--- config.mk ---
export PLATFORM = sky130hd
export DESIGN_NAME = seq_divider
export DESIGN_NICKNAME = d
export VERILOG_FILES = /design/src/rtl/div_pkg.sv /design/src/rtl/div_trial_sub.sv /design/src/rtl/seq_divider.sv
export SDC_FILE = /design/constraint.sdc
export NUM_CORES = 1
export LEC_CHECK = 0
export ABC_CLOCK_PERIOD_IN_PS = 3100
export BUFFER_PORTS_ARGS = -buffer_cell sky130_fd_sc_hd__buf_4
export CAP_MARGIN = 20
export CORE_MARGIN = 2
export CORE_UTILIZATION = 56
export DETAILED_ROUTE_END_ITERATION = 10
export HOLD_SLACK_MARGIN = 0.08
export PLACE_DENSITY = 0.86
export SLEW_MARGIN = 25
export SYNTH_ARGS = -nofsm -noshare
export SYNTH_HDL_FRONTEND = slang
export SYNTH_SLANG_ARGS = --single-unit
--- constraint.sdc ---
create_clock -name clk -period 3.1 [get_ports clk]
set_input_delay 0.31 -clock clk [delete_from_list [all_inputs] [get_ports clk]]
set_output_delay 0.31 -clock clk [all_outputs]
set_load 0.01 [all_outputs]
--- src/rtl/div_pkg.sv ---
// Shared constants for the sequential restoring divider: state encodings and default width.
package div_pkg;

   localparam int DEF_WIDTH = 8;

   localparam logic [1:0] ST_IDLE = 2'd0;
   localparam logic [1:0] ST_RUN  = 2'd1;
   localparam logic [1:0] ST_DONE = 2'd2;

endpackage

--- src/rtl/div_trial_sub.sv ---
// Trial subtractor for one restoring-division step; borrow=0 means the quotient bit is 1.
module div_trial_sub #(
   parameter int W = 9
) (
   input  logic [W-1:0] minuend,
   input  logic [W-1:0] subtrahend,
   output logic [W-1:0] diff,
   output logic         borrow
);

   assign {borrow, diff} = {1'b0, minuend} - {1'b0, subtrahend};

endmodule

--- src/rtl/seq_divider.sv ---
// Sequential unsigned restoring divider, one quotient bit per cycle, MSB first.
//
//   state | meaning
//   ------+---------------------------------------------------------------
//   IDLE  | waiting for start; outputs hold the last result
//   RUN   | iterating, one quotient bit per cycle, busy=1
//   DONE  | results just updated, done=1 for this cycle; start accepted here too
module seq_divider
   import div_pkg::*;
#(
   parameter int WIDTH = DEF_WIDTH
) (
   input  logic             clk,
   input  logic             rst_n,
   input  logic             start,
   input  logic [WIDTH-1:0] dividend,
   input  logic [WIDTH-1:0] divisor,
   output logic             busy,
   output logic             done,
   output logic [WIDTH-1:0] quotient,
   output logic [WIDTH-1:0] remainder,
   output logic             dbz
);

   localparam int CW = $clog2(WIDTH + 1);

   logic [1:0]       state;
   logic [CW-1:0]    cnt;
   logic [WIDTH-1:0] acc;
   logic [WIDTH-1:0] dvs;
   logic [WIDTH-1:0] rem_w;
   logic [WIDTH:0]   shifted;
   logic [WIDTH:0]   diff;
   logic             borrow;
   logic [WIDTH-1:0] rem_nxt;
   logic [WIDTH-1:0] q_nxt;
   logic             unused_diff_msb;

   // acc starts as the dividend and fills with quotient bits from the LSB side
   assign shifted = {rem_w, acc[WIDTH-1]};

   div_trial_sub #(.W(WIDTH + 1)) u_trial (
      .minuend    (shifted),
      .subtrahend ({1'b0, dvs}),
      .diff       (diff),
      .borrow     (borrow)
   );

   // A kept difference is always below the divisor, so its top bit is zero.
   assign unused_diff_msb = diff[WIDTH];
   assign rem_nxt = borrow ? shifted[WIDTH-1:0] : diff[WIDTH-1:0];
   assign q_nxt   = {acc[WIDTH-2:0], ~borrow};

   assign busy = (state == ST_RUN);
   assign done = (state == ST_DONE);

   always_ff @(posedge clk or negedge rst_n) begin
      if (!rst_n) begin
         state     <= ST_IDLE;
         cnt       <= '0;
         acc       <= '0;
         dvs       <= '0;
         rem_w     <= '0;
         quotient  <= '0;
         remainder <= '0;
         dbz       <= 1'b0;
      end else begin
         case (state)
            ST_IDLE, ST_DONE: begin
               if (start) begin
                  if (divisor == '0) begin
                     state     <= ST_DONE;
                     cnt       <= '0;
                     quotient  <= '1;
                     remainder <= dividend;
                     dbz       <= 1'b1;
                  end else begin
                     state <= ST_RUN;
                     cnt   <= CW'(WIDTH);
                     acc   <= dividend;
                     dvs   <= divisor;
                     rem_w <= '0;
                  end
               end else begin
                  state <= ST_IDLE;
               end
            end
            ST_RUN: begin
               acc   <= q_nxt;
               rem_w <= rem_nxt;
               cnt   <= cnt - CW'(1);
               if (cnt == CW'(1)) begin
                  state     <= ST_DONE;
                  quotient  <= q_nxt;
                  remainder <= rem_nxt;
                  dbz       <= 1'b0;
               end
            end
            default: state <= ST_IDLE;
         endcase
      end
   end

endmodule
==> results of run 1 <==
metrics by stage:
step	utilization	total power, uW	instances
detailed placement	0.6445	3200	337
finish	0.6661	3614	345
global route	0.6661	3880	345
global placement	0.6445	3110	337
CTS	0.6661	3583	345
floorplan	-	2616	258
logic make-up (layout without fill, tap and decap cells):
group | count (synthesis) | in the layout | share of synthesized area
AOI/OAI and AO/OA | 74 | 74 | 0.2040
DFF | 47 | 47 | 0.4793
and+or+nand+nor | 89 | 89 | 0.1729
adders and majority gates | 11 | 11 | 0.05915
buffers and inverters | 28 | 63 | 0.04539
muxes | 6 | 6 | 0.02856
xor gates and xnor gates | 3 | 3 | 0.01071
worst min-delay path, delay by kind of cell:
kind	cells	cell delay, ns
compound gates	1	0.06
simple gates	1	0.03
buf+inv	1	0.08
cell usage in the layout, fill, tap and decap left out, types with 3 or more instances in the layout:
cell      Yosys  final
ha_1         10     10
o211ai_1      4      4
inv_1        14     14
o22ai_1       4      4
nor2_1       18     18
a21o_1        3      3
nand3_1      11     11
nor2b_1       4      4
nand2_1      34     34
a21oi_1      13     13
or2_2         3      3
o22a_1        8      8
clkbuf_8      0      5
o21ai_0      16     16
dfrtp_1      47     47
buf_4         1     41
mux2i_1       4      4
o21ai_1       5      5
a31oi_1       8      8
worst min-delay path by stage:
stage                        endpoint  depth (start not counted)       start  slack (ns)
after floorplan                acc[0]                          0       rst_n        0.01
after global placement    quotient[3]                          1       rst_n        0.35
after detailed placement       acc[2]                          1       rst_n        0.35
after CTS                      dvs[1]                          3  divisor[1]        0.22
after global routing           dvs[0]                          3  divisor[0]        0.22
final                          dvs[1]                          3  divisor[1]        0.21
sequential cells by signal (all words and copies together), names as in the netlist:
| signal | cells |
|---|---|
| acc | 8 |
| cnt | 4 |
| dbz | 1 |
| dvs | 8 |
| quotient | 8 |
| rem_w | 8 |
| remainder | 8 |
| state | 2 |
final cells by class:
| class | instances | area, um2 |
|---|---|---|
| Clock inverter | 2 | 13.76 |
| Tap cell | 52 | 65.06 |
| Multi-Input combinational cell | 183 | 1166 |
| Clock buffer | 5 | 68.82 |
| Fill cell | 334 | 1434 |
| Sequential cell | 47 | 1176 |
| Inverter | 14 | 52.55 |
| Timing Repair Buffer | 42 | 317.8 |
where the power goes:
part           switching (uW)  leakage, uW  internal [uW]  total [uW]
logic                    1200     0.000727            925        2130
registers                 201     0.000544            916        1120
clock network             214    0.0000440            154         368
cell usage after synthesis, types with 2 or more instances:
master	n
nor2_1	18
and2b_2	2
nand2_1	34
o22a_1	8
a21oi_1	13
dfrtp_1	47
clkbuf_1	11
o22ai_1	4
nand2b_1	2
nand3b_1	2
mux2i_1	4
mux2_4	2
o21ai_0	16
a21o_1	3
a31oi_1	8
nor3b_1	2
inv_1	14
xnor2_1	2
nand3_1	11
buf_2	2
nor3_1	2
ha_1	10
o211ai_1	4
o21ai_1	5
nor4_1	2
or2_2	3
a2111oi_0	2
nor2b_1	4
layer usage:
layer / vias up / wire length [um] / part of all wire
li1: 985 / - / -
met1: 1018 / 2737 / 0.46
met2: 86 / 2781 / 0.46
met3: 10 / 373 / 0.062
met4: 0 / 91 / 0.015
met5: - / 0 / 0
==> run summary, run 1 <==
outcome: completed
slowest stage delay, CP: 0.46 ns
final WL: 5982 um
post-route clock period utilization: 0.7999
Placed Area: 0.002768 mm2
layout cell share with drive strength beyond 1: 0.2014
Max Slew Vio Count: 0
Mapped Area: 0.002454 mm2
Pwr per Cell Area: 1264 mW/mm2
Worst VDD drop: 0.6890 mV
slew at the pin closest to its max-slew limit: 0.8093 ns
Cell Chain, Critical Path: ha_1 -> a21o_1 -> a221o_1 -> a41oi_4 -> mux2i_1 -> a21oi_1
cell family with most CP delay: compound AO/OA/AOI/OAI gates
Seq cells post-synth: 47
# H-tree levels: 2
Die ar.: 0.004927 mm2
CP required: 3.29 ns
RSZ-0062 raised after global routing: false
DRT Pass-1 Iters: 4
clk sinks: 47
Placer Congestion: 0.8969
post-synth top area share: 0.4793
crit-path max FO: 7
worst relative slew slack: 0.4555
f_max: 403.3 MHz
Row Count: 24
GRT busiest layer: met2
grt met2 use: 0.4011
I/O pins: 38
number of port buffers: 37
area leader, netlist: dfrtp_1
Die H: 70.19 um
GR Util met3: 0.05916
buffer and inverter count on the worst path: 0
final instance area: 0.002860 mm2
static leakage power: 0.001315 uW
Register-to-Register Path Depth: 6
YS warnings: 0
Critical R2R Capture: remainder[4]
Global Route met1 Usage: 0.3701
syn nets: 288
sequential share of the synthesized area: 0.4793
Initial Util: 0.5714
Final #Nets: 323
critical path's slowest cell: a221o_1
Setup crit end: remainder[4]
Synth async-reset ratio: 1.000
Die Wd: 70.19 um
predominant post-synthesis flop cell: dfrtp_1
crit end category: flop
postcts setup bufs: 0
Critical Path Start Type: flop
count of cell types in the netlist: 49
wire per inst: 17.34 um
worst hold path type: input pin to flop
Register-to-Register Setup Slack: 0.62 ns
vias after detailed routing: 2,099
Post-synth EDFFs: 0
hold_buf cts: 1
Final setup viols: 0
first-pass GRT wire length: 9846 um
WHS: 0.2098 ns
Synth area leaders: dfrtp_1 (48%), nand2_1 (5.2%), ha_1 (5.1%), o21ai_0 (3.3%), o22a_1 (2.9%)
largest net degree at the start of global routing: 48
Tot GR Track Use: 0.2606
Worst-path clk slew: 0.09 ns
WS Path Type: flop to flop
initial antenna violation count: 0
Post-Place Worst Slack: 0.7070 ns
worst reg2reg startpoint: rem_w[5]
Hold Vio Cnt, Final: 0
Crit path depth: 6
Longest Clk Path Bufs: 2
Worst-Skew Late Latency: 0.31 ns
CTS tree: built
Placeable Area: 0.004294 mm2
CTS Root Cell: clkbuf_8
Post-route DRC: 0
Routed Antenna Nets: 0
synth-to-layout area growth: 16.57%
antenna cell count: 0
Mapped Cells: 258
final setup TNS: 0 ns
grt total ovfl: 0
post_cts resized: 0
DR vias/cell: 6.084
Setup Skew: 0.005411 ns
DR iter-0 viols: 210
PnR worst setup slack: 0.6204 ns
vias in the first global route: 2,051
Setup crit start: rem_w[5]
TritonCTS Buffers: 5
Max Cap Viol: 0
Mean Syn Cell Area: 9.510 um2
min Tclk post-route: 2.480 ns
Final HPWL DP: 4208 um
worst path arrival time: 2.67 ns
Power figures use the tool's default switching activity.
==> inputs of run 2 (changes only) <==
Settings changed: ABC_CLOCK_PERIOD_IN_PS 3100 to 2600.
Clock period 3.1 ns to 2.6 ns, I/O delays scaled along.
==> run summary, run 2 (synthesis results as in run 1) <==
leading cell type in the layout, fill and taps excluded: dfrtp_1
worst hold path type: input pin to flop
initial antenna violation count: 0
post-route clock period utilization: 0.9231
multi-input logic area: 0.001166 mm2
vias in the first global route: 2,090
final WL: 6268 um
Longest Clk Path Bufs: 2
DRT Pass-1 Iters: 4
Final setup viols: 0
crit end category: flop
hold depth: 3
Hold Vio Cnt, Final: 0
slew at the pin closest to its max-slew limit: 0.6077 ns
Post-Route Utilization: 0.6868
Worst-path clk slew: 0.09 ns
synth-to-layout area growth: 20.19%
Register-to-Register Setup Slack: 0.20 ns
Critical R2R Capture: remainder[0]
wire per inst: 17.86 um
worst path arrival time: 2.63 ns
WS Path Type: flop to flop
Die Wd: 70.19 um
CTS tree: built
Row Count: 24
Max Cap Viol: 0
outcome: completed
layout cell share with drive strength beyond 1: 0.2174
Hold Path End: dvs[0]
number of port buffers: 37
Register-to-Register Path Depth: 7
CP required: 2.83 ns
worst reg2reg startpoint: rem_w[5]
DR iter-0 viols: 257
min-delay src: divisor[0]
antenna cell count: 0
WHS: 0.1619 ns
worst relative slew slack: 0.5949
Die ar.: 0.004927 mm2
Post-route DRC: 0
Pwr per Cell Area: 1547 mW/mm2
post-route insts no fill: 351
DR vias/cell: 5.969
area occupied by registers: 0.001176 mm2
Critical Path Start Type: flop
Fillers: 331
Initial Util: 0.5714
Routed Antenna Nets: 0
placed cell count: 341
final setup TNS: 0 ns
clk sinks: 47
f_max: 416.7 MHz
min Tclk post-route: 2.400 ns
static leakage power: 0.001362 uW
Final #Nets: 328
TritonCTS Buffers: 5
Max Slew Vio Count: 0
Placer Congestion: 0.8752
crit-path max FO: 7
first-pass GRT wire length: 10,560 um
Die H: 70.19 um
CTS Root Cell: clkbuf_8
Placeable Area: 0.004294 mm2
Final HPWL DP: 4462 um
Tot GR Track Use: 0.2754
Setup Skew: 0.004082 ns
vias after detailed routing: 2,095
post_cts resized: 0
I/O pins: 38
Placed Area: 0.002798 mm2
most frequent cells in the layout: dfrtp_1 (47), buf_4 (45), nand2_1 (34)
largest net degree at the start of global routing: 48
Worst VDD drop: 0.9564 mV
RSZ-0062 raised after global routing: false
# H-tree levels: 2
Worst-Skew Late Latency: 0.30 ns
grt total ovfl: 0
final instance area: 0.002949 mm2
==> run 2: power by group <==
group	switching (uW)	internal (uW)
combinational	1450	1190
clock	270	317
sequential	242	1090
==> run 2: what timing repair did <==
| item | CTS | global route |
|---|---|---|
| buffers inserted | 0 | 1 |
| setup endpoints to repair | 0 | 1 |
| hold buffers | 1 | 0 |
| endpoints found under the hold margin | 47 | 0 |
==> run 2: per-stage QoR <==
| step | worst slack [ns] | power (uW) |
|---|---|---|
| floorplan | 0.4210 | 3120 |
| global placement | 0.2832 | 3754 |
| detailed placement | 0.1904 | 3872 |
| CTS | 0.1618 | 4472 |
| global route | 0.08290 | 4921 |
| finish | 0.2000 | 4563 |
==> run 2: metal layers <==
layer / track usage / share of wire / vias up
li1: - / - / 990
met1: 0.4034 / 0.44 / 1006
met2: 0.4349 / 0.47 / 92
met3: 0.03752 / 0.080 / 7
met4: 0.07265 / 0.012 / 0
met5: 0 / 0 / -
==> run 2: worst max path at each step <==
stage,cells after the start,to,start
3_3_place_gp,6,remainder[1],rem_w[5]
4_1_cts,6,remainder[0],rem_w[5]
3_5_place_dp,6,remainder[0],rem_w[5]
2_1_floorplan,6,remainder[0],rem_w[5]
5_1_grt,7,remainder[0],rem_w[5]
6_report,7,remainder[0],rem_w[5]
==> run 2: cell type report <==
class	count	share of cell area
repair buffers	47	0.1247
flip-flops and latches	47	0.3988
inverters	14	0.01782
clock buffers	6	0.02800
multi-input cells	183	0.3954
clock inverters	2	0.01315
well taps	52	0.02206
==> run 2: worst max-delay path, cell delays in order (launching register included) <==
cell and delay (ns):
dfrtp_1 0.43, ha_1 0.36, a21o_1 0.24, a221o_1 0.44, a41oi_4 0.23, buf_12 0.16
mux2_4 0.31, a21oi_1 0.15
==> inputs of run 3 (changes only) <==
Settings changed: ABC_CLOCK_PERIOD_IN_PS 2600 to 2900, CORE_UTILIZATION 56 to 60, PLACE_DENSITY 0.86 to 0.91.
Clock period 2.6 ns to 2.9 ns, I/O delays scaled along.
==> run summary, run 3 (synthesis results as in run 1) <==
outcome: completed
hold_buf cts: 1
f_max: 408.7 MHz
Placer Congestion: 0.8810
min Tclk post-route: 2.447 ns
Setup Skew: 0.006990 ns
RSZ-0062 raised after global routing: false
Pwr per Cell Area: 1377 mW/mm2
Fillers: 285
Longest Clk Path Bufs: 2
antenna cell count: 0
Critical R2R Capture: remainder[1]
Placeable Area: 0.003971 mm2
leading cell type in the layout, fill and taps excluded: dfrtp_1
initial antenna violation count: 0
clock share of power: 0.125
final setup TNS: 0 ns
Max Cap Viol: 0
CP required: 3.13 ns
Final HPWL DP: 4272 um
Register-to-Register Path Depth: 7
sw power: 1747 uW
vias in the first global route: 1,978
Pint: 2247 uW
Routed Antenna Nets: 0
TritonCTS Buffers: 5
Reg power frac: 0.301
worst hold path type: input pin to flop
Power Total: 3994 uW
Worst VDD drop: 0.8099 mV
CTS Root Cell: clkbuf_8
synth-to-layout area growth: 18.20%
Placed Area: 0.002773 mm2
crit-path max FO: 17
final WL: 6197 um
crit end category: flop
DR vias/cell: 6.275
Worst-path clk slew: 0.08 ns
wire per inst: 17.96 um
number of port buffers: 37
Post-route DRC: 0
post_cts resized: 0
layout cell share with drive strength beyond 1: 0.2068
Max Slew Vio Count: 0
slew at the pin closest to its max-slew limit: 0.7086 ns
grt total ovfl: 0
DRT Pass-1 Iters: 5
Die Wd: 67.95 um
most frequent cells in the layout: dfrtp_1 (47), buf_4 (42), nand2_1 (34)
Tot GR Track Use: 0.2871
Register-to-Register Setup Slack: 0.45 ns
static leakage power: 0.001338 uW
largest net degree at the start of global routing: 48
WS Path Type: flop to flop
Post-Route Utilization: 0.7303
final instance area: 0.002900 mm2
Die H: 67.95 um
Initial Util: 0.6178
# H-tree levels: 2
Worst-Skew Late Latency: 0.30 ns
I/O pins: 38
Hold Path End: dvs[0]
DR iter-0 viols: 275
post-route clock period utilization: 0.8437
vias after detailed routing: 2,165
Final #Nets: 324
Row Count: 23
clk sinks: 47
Die ar.: 0.004617 mm2
switch share: 0.4374
worst relative slew slack: 0.5266
hold depth: 3
Final setup viols: 0
worst path arrival time: 2.67 ns
CTS tree: built
first-pass GRT wire length: 9584 um
Critical Path Start Type: flop
postcts setup bufs: 0
combinational fraction of design power: 0.574
Hold Vio Cnt, Final: 0
min-delay src: divisor[0]
worst reg2reg startpoint: cnt[1]
## run 3: cell count changes in the layout (fill, tap and decap cells not counted)
cell / change
buf_12: -1
buf_4: -3
inv_6: -1
clkinv_2: +1
## run 3: power groups by stage
stage / combinational (uW) / sequential [uW] / clock [uW]
after detailed placement: 2230 / 1200 / 0
after floorplan: 1600 / 1190 / 0
after global placement: 2150 / 1180 / 0
after global routing: 2520 / 1230 / 532
final: 2290 / 1200 / 500
after CTS: 2270 / 1190 / 496
## run 3: critical path, cell delays in order, from the launching register on
cell and delay (ns):
dfrtp_1 0.41, inv_1 0.09, ha_1 0.14, nor3b_1 0.37
nand2_1 0.38, nand2_1 0.60, o22ai_1 0.21, a21oi_1 0.16
## run 3: stage by stage
stage,instances,hold WS [ns],setup slack (ns)
final,345,0.1955,0.4533
after global routing,345,0.1892,0.3034
after CTS,345,0.1951,0.4926
after detailed placement,336,0.3264,0.5226
after global placement,336,0.3273,0.5846
after floorplan,258,-0.005591,0.7210
## run 3: area by class of cell
cell class                 instances  area, um2  share of cell area
clock buffer                       6      82.58             0.02847
clock inverter                     2      35.03             0.01208
inverter                          14      52.55             0.01812
multi-input combinational        183       1166              0.4021
sequential                        47       1176              0.4055
tap                               50      62.56             0.02157
timing repair buffer              43      325.3              0.1122
## run 3: how the worst max path moves through the flow
stage             start           end  slack [ns]  cells past startpoint
3_5_place_dp   rem_w[5]  remainder[0]        0.52                      6
2_1_floorplan  rem_w[5]  remainder[0]        0.72                      6
5_1_grt          cnt[1]  remainder[1]        0.30                      7
3_3_place_gp   rem_w[5]  remainder[6]        0.58                      6
4_1_cts          cnt[1]  remainder[1]        0.49                      7
6_report         cnt[1]  remainder[1]        0.45                      7
## run 3: per-layer routing
metal / GRT usage / part of all wire / vias up
li1: - / - / 982
met1: 0.3862 / 0.42 / 1038
met2: 0.4575 / 0.48 / 120
met3: 0.06743 / 0.068 / 25
met4: 0.09750 / 0.029 / 0
met5: 0 / 0 / -
